<file path="config.mk">
export PLATFORM = sky130hd
export DESIGN_NAME = mfp_spi_slave
export DESIGN_NICKNAME = d
export VERILOG_FILES = /design/src/rtl/mfp_spi_slave.sv
export SDC_FILE = /design/constraint.sdc
export NUM_CORES = 1
export LEC_CHECK = 0
export BUFFER_PORTS_ARGS = -buffer_cell sky130_fd_sc_hd__buf_4
export CORE_MARGIN = 2
export CORE_UTILIZATION = 25
export CTS_CLUSTER_DIAMETER = 100
export DETAILED_ROUTE_END_ITERATION = 10
export MAX_ROUTING_LAYER = met4
export RECOVER_POWER = 25
export SYNTH_ARGS = -nofsm -noshare
export SYNTH_HDL_FRONTEND = slang
export SYNTH_SLANG_ARGS = --single-unit
export TNS_END_PERCENT = 5
</file>
<file path="constraint.sdc">
create_clock -name clk -period 1.5 [get_ports clk]
set_input_delay 0.3 -clock clk [delete_from_list [all_inputs] [get_ports clk]]
set_output_delay 0.3 -clock clk [all_outputs]
set_load 0.01 [all_outputs]
</file>
<file path="src/rtl/mfp_spi_slave.sv">
// SPI mode-0 responder: oversamples SCLK/SS/MOSI in the clk domain and moves bytes through valid/ready ports.
// Defining MFP_SPI_SLAVE_RX_FIFO_EN replaces the RX holding register with a 4-entry FIFO.
module mfp_spi_slave #(
    parameter logic [7:0] TX_IDLE_BYTE = 8'hFF,
    parameter int         SYNC_STAGES  = 2
) (
    input  logic       clk,
    input  logic       resetn,
    input  logic       spi_sclk,
    input  logic       spi_ss,
    input  logic       spi_mosi,
    output logic       spi_miso,
    input  logic [7:0] tx_data,
    input  logic       tx_valid,
    output logic       tx_ready,
    output logic [7:0] rx_data,
    output logic       rx_valid,
    input  logic       rx_ready,
    output logic       overrun,
    input  logic       overrun_clr,
    output logic       tx_underrun,
    output logic       busy
);

    // Handshakes: a byte moves on any clk edge where valid && ready are both high.
    typedef enum logic {IDLE, SHIFT} state_t;

    state_t state_q, state_d;

    logic [SYNC_STAGES-1:0] sclk_sync, ss_sync, mosi_sync;
    logic       sclk_s, ss_s, mosi_s;
    logic       sclk_d, ss_d;
    logic       sclk_rise, sclk_fall, ss_rise, ss_fall;

    logic [2:0] bitcnt;
    logic [6:0] shift_rx;
    logic [7:0] shift_tx;
    logic [7:0] tx_buf;
    logic       tx_full;
    logic [7:0] new_byte;

    logic       entry, leave, in_shift, bit_rise, bit_fall;
    logic       reload, byte_done, tx_wr, ovr_set;

    assign sclk_s = sclk_sync[SYNC_STAGES-1];
    assign ss_s   = ss_sync[SYNC_STAGES-1];
    assign mosi_s = mosi_sync[SYNC_STAGES-1];

    // Strobes are registered, giving SYNC_STAGES+2 clks from SCLK pin edge to rx_valid.
    always_ff @(posedge clk) begin
        if (!resetn) begin
            sclk_sync <= '0;
            ss_sync   <= '1;
            mosi_sync <= '0;
            sclk_d    <= 1'b0;
            ss_d      <= 1'b1;
            sclk_rise <= 1'b0;
            sclk_fall <= 1'b0;
            ss_rise   <= 1'b0;
            ss_fall   <= 1'b0;
        end else begin
            sclk_sync <= {sclk_sync[SYNC_STAGES-2:0], spi_sclk};
            ss_sync   <= {ss_sync[SYNC_STAGES-2:0], spi_ss};
            mosi_sync <= {mosi_sync[SYNC_STAGES-2:0], spi_mosi};
            sclk_d    <= sclk_s;
            ss_d      <= ss_s;
            sclk_rise <= sclk_s & ~sclk_d;
            sclk_fall <= ~sclk_s & sclk_d;
            ss_rise   <= ss_s & ~ss_d;
            ss_fall   <= ~ss_s & ss_d;
        end
    end

    always_ff @(posedge clk) begin
        if (!resetn) state_q <= IDLE;
        else         state_q <= state_d;
    end

    always_comb begin
        state_d  = state_q;
        spi_miso = 1'b0;
        busy     = 1'b0;
        case (state_q)
            IDLE: begin
                if (ss_fall) state_d = SHIFT;
            end
            SHIFT: begin
                busy     = 1'b1;
                spi_miso = shift_tx[7];
                if (ss_rise) state_d = IDLE;
            end
            default: state_d = IDLE;
        endcase
    end

    assign entry     = (state_q == IDLE) && ss_fall;
    assign leave     = (state_q == SHIFT) && ss_rise;
    assign in_shift  = (state_q == SHIFT) && !ss_rise;
    assign bit_rise  = in_shift && sclk_rise;
    assign bit_fall  = in_shift && sclk_fall;
    assign reload    = entry || (bit_fall && (bitcnt == 3'd0));
    assign byte_done = bit_rise && (bitcnt == 3'd7);
    assign tx_wr     = tx_valid && !tx_full;
    assign tx_ready  = !tx_full;
    assign new_byte  = {shift_rx, mosi_s};

    // A reload drains the buffer; a write in the same cycle still lands afterwards.
    always_ff @(posedge clk) begin
        if (!resetn) begin
            bitcnt      <= 3'd0;
            shift_rx    <= 7'd0;
            shift_tx    <= 8'd0;
            tx_buf      <= 8'd0;
            tx_full     <= 1'b0;
            tx_underrun <= 1'b0;
            overrun     <= 1'b0;
        end else begin
            tx_underrun <= reload && !tx_full;
            if (tx_wr) tx_buf <= tx_data;
            if (reload)     tx_full <= tx_wr;
            else if (tx_wr) tx_full <= 1'b1;

            if (entry || leave) begin
                bitcnt   <= 3'd0;
                shift_rx <= 7'd0;
            end else if (bit_rise) begin
                shift_rx <= {shift_rx[5:0], mosi_s};
                bitcnt   <= bitcnt + 3'd1;
            end

            if (reload)        shift_tx <= tx_full ? tx_buf : TX_IDLE_BYTE;
            else if (bit_fall) shift_tx <= {shift_tx[6:0], 1'b0};

            if (ovr_set)          overrun <= 1'b1;
            else if (overrun_clr) overrun <= 1'b0;
        end
    end

`ifdef MFP_SPI_SLAVE_RX_FIFO_EN
    logic [7:0] fifo_mem [4];
    logic [1:0] wr_ptr, rd_ptr;
    logic [2:0] count;
    logic       pop, push, fifo_full;

    assign fifo_full = (count == 3'd4);
    assign pop       = rx_ready && (count != 3'd0);
    assign push      = byte_done && (!fifo_full || pop);
    assign ovr_set   = byte_done && fifo_full && !pop;
    assign rx_valid  = (count != 3'd0);
    assign rx_data   = fifo_mem[rd_ptr];

    always_ff @(posedge clk) begin
        if (!resetn) begin
            wr_ptr <= 2'd0;
            rd_ptr <= 2'd0;
            count  <= 3'd0;
            for (int i = 0; i < 4; i++) fifo_mem[i] <= 8'd0;
        end else begin
            if (push) begin
                fifo_mem[wr_ptr] <= new_byte;
                wr_ptr           <= wr_ptr + 2'd1;
            end
            if (pop) rd_ptr <= rd_ptr + 2'd1;
            case ({push, pop})
                2'b10:   count <= count + 3'd1;
                2'b01:   count <= count - 3'd1;
                default: count <= count;
            endcase
        end
    end
`else
    assign ovr_set = byte_done && rx_valid && !rx_ready;

    always_ff @(posedge clk) begin
        if (!resetn) begin
            rx_data  <= 8'd0;
            rx_valid <= 1'b0;
        end else if (byte_done && !(rx_valid && !rx_ready)) begin
            rx_data  <= new_byte;
            rx_valid <= 1'b1;
        end else if (rx_valid && rx_ready) begin
            rx_valid <= 1'b0;
        end
    end
`endif

endmodule

</file>
# Yosys cells after proc, flatten, opt, wreduce, memory -nomap -nowiden
# Cells that the tools add are included.
# W data, S select, Z words.
[word_totals]
latch_bits = 0
ram_bits = 0
n_memories = 0
regBits = 51
mem_bits_ro = 0
output_inout_bits = 14
[classes]
n_eq_ne = 1
bitwise = 10
n_lt_le_gt_ge = 0
n_addsub = 1
n_shift = 0
mul = 0
div = 0
muxes = 14
n_reduce_logical = 26
[op_table]
columns = ["cell", "count"]
rows = [
  ["$mux W8", 3],
  ["$logic_and A1 B1 Y1", 14],
  ["$mux W1", 10],
  ["$reduce_bool A2 Y1", 4],
  ["$not A1 Y1", 6],
  ["$and A1 B1 Y1", 4],
  ["$logic_not A1 Y1", 4],
  ["$add A3 B1 Y3 const B", 1],
  ["$eq A3 B3 Y1 const B", 1],
  ["$logic_not A3 Y1", 1],
  ["$logic_or A1 B1 Y1", 2],
  ["$pmux W1 S2", 1],
  ["$reduce_or A2 Y1", 1],
]

# Depth between registers and ports, before layout
[depth]
depth_word = 7
mapped_depth = 7

# Worst setup path before layout
# Ideal clock, no wire load.
[synth_path]
path_kind = "register -> register"
start = "register state_q"
end = "register shift_tx[7]"
period_less_slack_ps = 1207
path_stages_with_launch = 6
path_slack_ps = 293
arrival_time_ps = 1085
t_required_ps = 1377
path_buffers = 1
path_cell_list = "dfxtp_1 -> nand3b_1 -> and2_1 -> buf_2 -> a22oi_1 -> a21boi_1"
[synth_via]
elab_chain_len = 5
word_cells_on_any_way = 8
[synth_lines]
columns = ["item", "line_no", "text"]
rows = [
  ["from (decl)", "28", "state_t state_q, state_d;"],
  ["from (signal assigned)", "76", "else state_q <= state_d;"],
  ["$logic_and A1 B1 Y1", "98", "assign in_shift = (state_q == SHIFT) && !ss_rise;"],
  ["$logic_and A1 B1 Y1", "100", "assign bit_fall = in_shift && sclk_fall;"],
  ["$logic_and A1 B1 Y1", "101", "assign reload = entry || (bit_fall && (bitcnt == 3'd0));"],
  ["$logic_or A1 B1 Y1", "101", ""],
  ["$mux W8 / $reduce_bool A2 Y1 (equally long branches)", "--", ""],
  ["to (signal assigned)", "131", "if (reload) shift_tx <= tx_full ? tx_buf : TX_IDLE_BYTE;"],
  ["to (signal assigned)", "132", "else if (bit_fall) shift_tx <= {shift_tx[6:0], 1'b0};"],
  ["to (decl)", "37", "logic [7:0] shift_tx;"],
]
# Parallel ways exist; a longest one is shown, timed or not.
# A chain may end at the register's enable or synchronous reset.

# Final worst setup path
[layout_path]
start = "register bitcnt[0]"
end = "register shift_tx[4]"
[layout_via]
elab_chain_len = 4
word_cells_on_any_way = 5
[layout_lines]
columns = ["item", "line_no", "text"]
rows = [
  ["from (decl)", "35", "logic [2:0] bitcnt;"],
  ["from (signal assigned)", "128", "bitcnt <= bitcnt + 3'd1;"],
  ["$logic_not A3 Y1 *", "101", ""],
  ["$logic_and A1 B1 Y1 *", "101", ""],
  ["$logic_or A1 B1 Y1 *", "101", ""],
  ["$mux W8 / $reduce_bool A2 Y1 (equally long branches)", "--", ""],
]
# Mark *: on every way between the ends. The rest lies on a longest branch, timed or not.

==> impl_metrics.env <==
export IMPL_status="finished, final reports clean"
export IMPL_synthCells=196
export IMPL_start_util_pct=25.8
export IMPL_avgSynthCellArea_um2=9.61
export IMPL_drive_above_1_share_pct=17.1
export IMPL_synthFlopType="dfxtp_1"
export IMPL_ys_top_cells_by_area="dfxtp_1, nand2_1, mux2i_1"
export IMPL_ys_warn_count=0
export IMPL_cp_slowest_cell="dfxtp_1"
export IMPL_dpl_cell_area_um2=2210
export IMPL_crit_chain="inv_1 -> ha_1 -> nand2b_1 -> nor2b_1 -> buf_4 -> a22oi_1 -> a21boi_1"
export IMPL_syn_nets=215
export IMPL_wl_um=3460
export IMPL_fin_setup_tns_ns=0
export IMPL_synth_top_area_share_pct=54.2
export IMPL_yosysSeqAreaShare_pct=54.2
export IMPL_dp_hpwl_um=2420
export IMPL_cts_sinks=51
export IMPL_dp_slack_ns=0.156
export IMPL_pwr_share_seq_pct=59.3
export IMPL_cts_tree="done"
export IMPL_synth_seq_cells=51
export IMPL_cts_setup_buffers=0
export IMPL_rows=31
export IMPL_gr_total_overflow=0
export IMPL_pwr_density_cell_nw_per_um2=1030
export IMPL_grt_pass1_vias=1288
export IMPL_pin_count=30
export IMPL_yosysTopAreaCell="dfxtp_1"
export IMPL_wl_per_cell_um=10.6
export IMPL_crit_required_ns=1.73
export IMPL_fmax_mhz=727
export IMPL_num_antenna_cells=0
export IMPL_cts_hold_buf=0
export IMPL_crit_path_max_incr_delay_ns=0.38
export IMPL_cp_arrival_ns=1.61
export IMPL_whs_ns=0.183
export IMPL_clk_latency_ns=0.30
export IMPL_maxCapViolations=0
export IMPL_vias=1345
export IMPL_slew_headroom_pct=59.9
export IMPL_die_y_um=90.8
export IMPL_fin_worst_skew_ns=0.00552
export IMPL_synth_edf_count=0
export IMPL_leakage_nw=0.929
export IMPL_core_um2=7290
export IMPL_p_int_mw=1.87
export IMPL_combPwrFrac_pct=5.5
export IMPL_drtPass1Iterations=4
export IMPL_grt_max_degree=39
export IMPL_fin_ws_ns=0.124
export IMPL_drt_iter0_markers=104
export IMPL_switching_share_pct=20.9
export IMPL_clk_pin_slew_ns=0.09
export IMPL_cts_root_buf="clkbuf_8"
export IMPL_cp_end_kind="flip-flop"
export IMPL_fin_nets=246
export IMPL_utilization_pct=31.6
export IMPL_synth_distinct_cells=26
export IMPL_final_max_slew_viol_count=0
export IMPL_worst_slew_pin_slew_ns=0.601
export IMPL_grtUsageTotal_pct=8.98
export IMPL_antenna_found_initial=0
export IMPL_gp_congestion=0.735
export IMPL_dieArea_um2=8240
export IMPL_hold_violations=0
export IMPL_cts_resized=0
export IMPL_power_share_clock_pct=35.2
export IMPL_drc=0
export IMPL_rsz0062_at_grt="no"
export IMPL_worst_setup_path_type="reg -> reg"
export IMPL_min_period_ns=1.38
export IMPL_synth_area_um2=1880
export IMPL_switchingPower_mw=0.495
export IMPL_path_max_fanout=7
export IMPL_viasPerCell=4.11
export IMPL_ir_drop_v=0.000298
export IMPL_final_area_um2=2300
export IMPL_hp_class="in -> reg"
export IMPL_fin_crit_sh_pct=91.7
export IMPL_cts_path_max_buffers=2
export IMPL_numCtsBuffers=5
export IMPL_ant_nets=0
export IMPL_die_x_um=90.8
export IMPL_grt_pass1_wl_um=5890
export IMPL_numPortBuffers=29
export IMPL_syn2layout_area_growth_pct=22.4
export IMPL_synthArstFlopShare_pct=0
export IMPL_htreeDepth=2
export IMPL_critPathLaunchType="flip-flop"
export IMPL_setup_violations=0
==> cells in the final DEF (no fill, tap or decap) <==
cell / count
a21oi_1: 9
nand3b_1: 2
and3_1: 2
and2_0: 1
clkbuf_1: 5
xnor2_1: 1
clkbuf_2: 1
nand2b_1: 6
buf_4: 28
a22oi_1: 7
o21ai_4: 1
a21boi_1: 8
and3b_2: 1
nor2b_1: 11
clkbuf_8: 7
mux2i_1: 8
nand3_4: 1
o21ai_0: 9
o21a_1: 1
nand2_1: 38
a21boi_0: 10
o22ai_1: 1
and3b_1: 1
nor2_1: 2
ha_1: 3
and2_1: 8
inv_1: 5
dfxtp_1: 51
==> cells in the mapped netlist (all sizes together), types with 5 or more instances <==
cell type   n
inv         5
nor2b      11
dfxtp      51
and2        9
mux2i       8
a21boi     18
a22oi       7
a21oi       9
clkbuf      6
nand2      38
nand2b      6
o21ai      10
==> final timing paths <==
kind / startpoint / to / slack, ns / cells past startpoint
worst max-delay path: bitcnt[0] / shift_tx[4] / 0.12 / 7
worst min-delay path: spi_ss / ss_sync[0] / 0.18 / 2
worst min register to register: sclk_d / sclk_rise / 0.41 / 1
worst max register to register: bitcnt[0] / shift_tx[4] / 0.12 / 7
==> critical path, delay by kind of cell, from the launching register on <==
| kind | cells | cell delay [ns] |
|---|---|---|
| fa+ha+maj | 1 | 0.19 |
| buf+inv | 2 | 0.22 |
| compound gates | 2 | 0.23 |
| flops | 1 | 0.38 |
| simple gates | 2 | 0.29 |
==> stage by stage <==
stage | cells | total power [mW]
3_5_place_dp | 319 | 1.57
2_1_floorplan | 196 | 1.51
6_report | 327 | 2.37
3_3_place_gp | 319 | 1.57
4_1_cts | 327 | 2.41
5_1_grt | 327 | 2.48
==> kinds of logic (layout without fill, tap and decap cells) <==
family	count (synthesis)	count (layout)	synth area share [%]
compound gates	46	46	15.9
xor+xnor	1	1	0.465
fa+ha+maj	3	3	1.99
buf+inv	14	46	3.12
flops	51	51	54.2
mux	8	8	4.25
simple gates	73	73	20.0
==> power by group through the flow <==
stage | registers (mW) | clock network (mW) | logic, mW
detailed placement | 1.44 | 0 | 0.132
finish | 1.41 | 0.834 | 0.129
global route | 1.41 | 0.926 | 0.146
floorplan | 1.43 | 0 | 0.0774
CTS | 1.41 | 0.869 | 0.134
global placement | 1.44 | 0 | 0.130
==> routing by layer <==
metal	vias up	track usage [%]	share of wire [%]
li1	710	-	-
met1	610	11.1	50
met2	21	13.2	44
met3	4	3.17	4.1
met4	0	4.17	1.2
met5	-	-	0
==> sequential cells by signal (all words and copies together), names as in the netlist <==
signal and cells:
shift_tx 8, sclk_fall 1, ss_fall 1, rx_data 8, tx_full 1, sclk_d 1
ss_rise 1, sclk_sync 2, bitcnt 3, ss_d 1, rx_valid 1, state_q 1
ss_sync 2, mosi_sync 2, tx_underrun 1, tx_buf 8, shift_rx 7, overrun 1
sclk_rise 1
==> cell type report <==
class                      instances  area, um^2
multi-input combinational        131         811
sequential                        51        1020
timing repair buffer              33         230
clock buffer                       8         100
tap                               99         124
fill                             790        4990
inverter                           5        18.8
(Power assumes the default switching activity.)
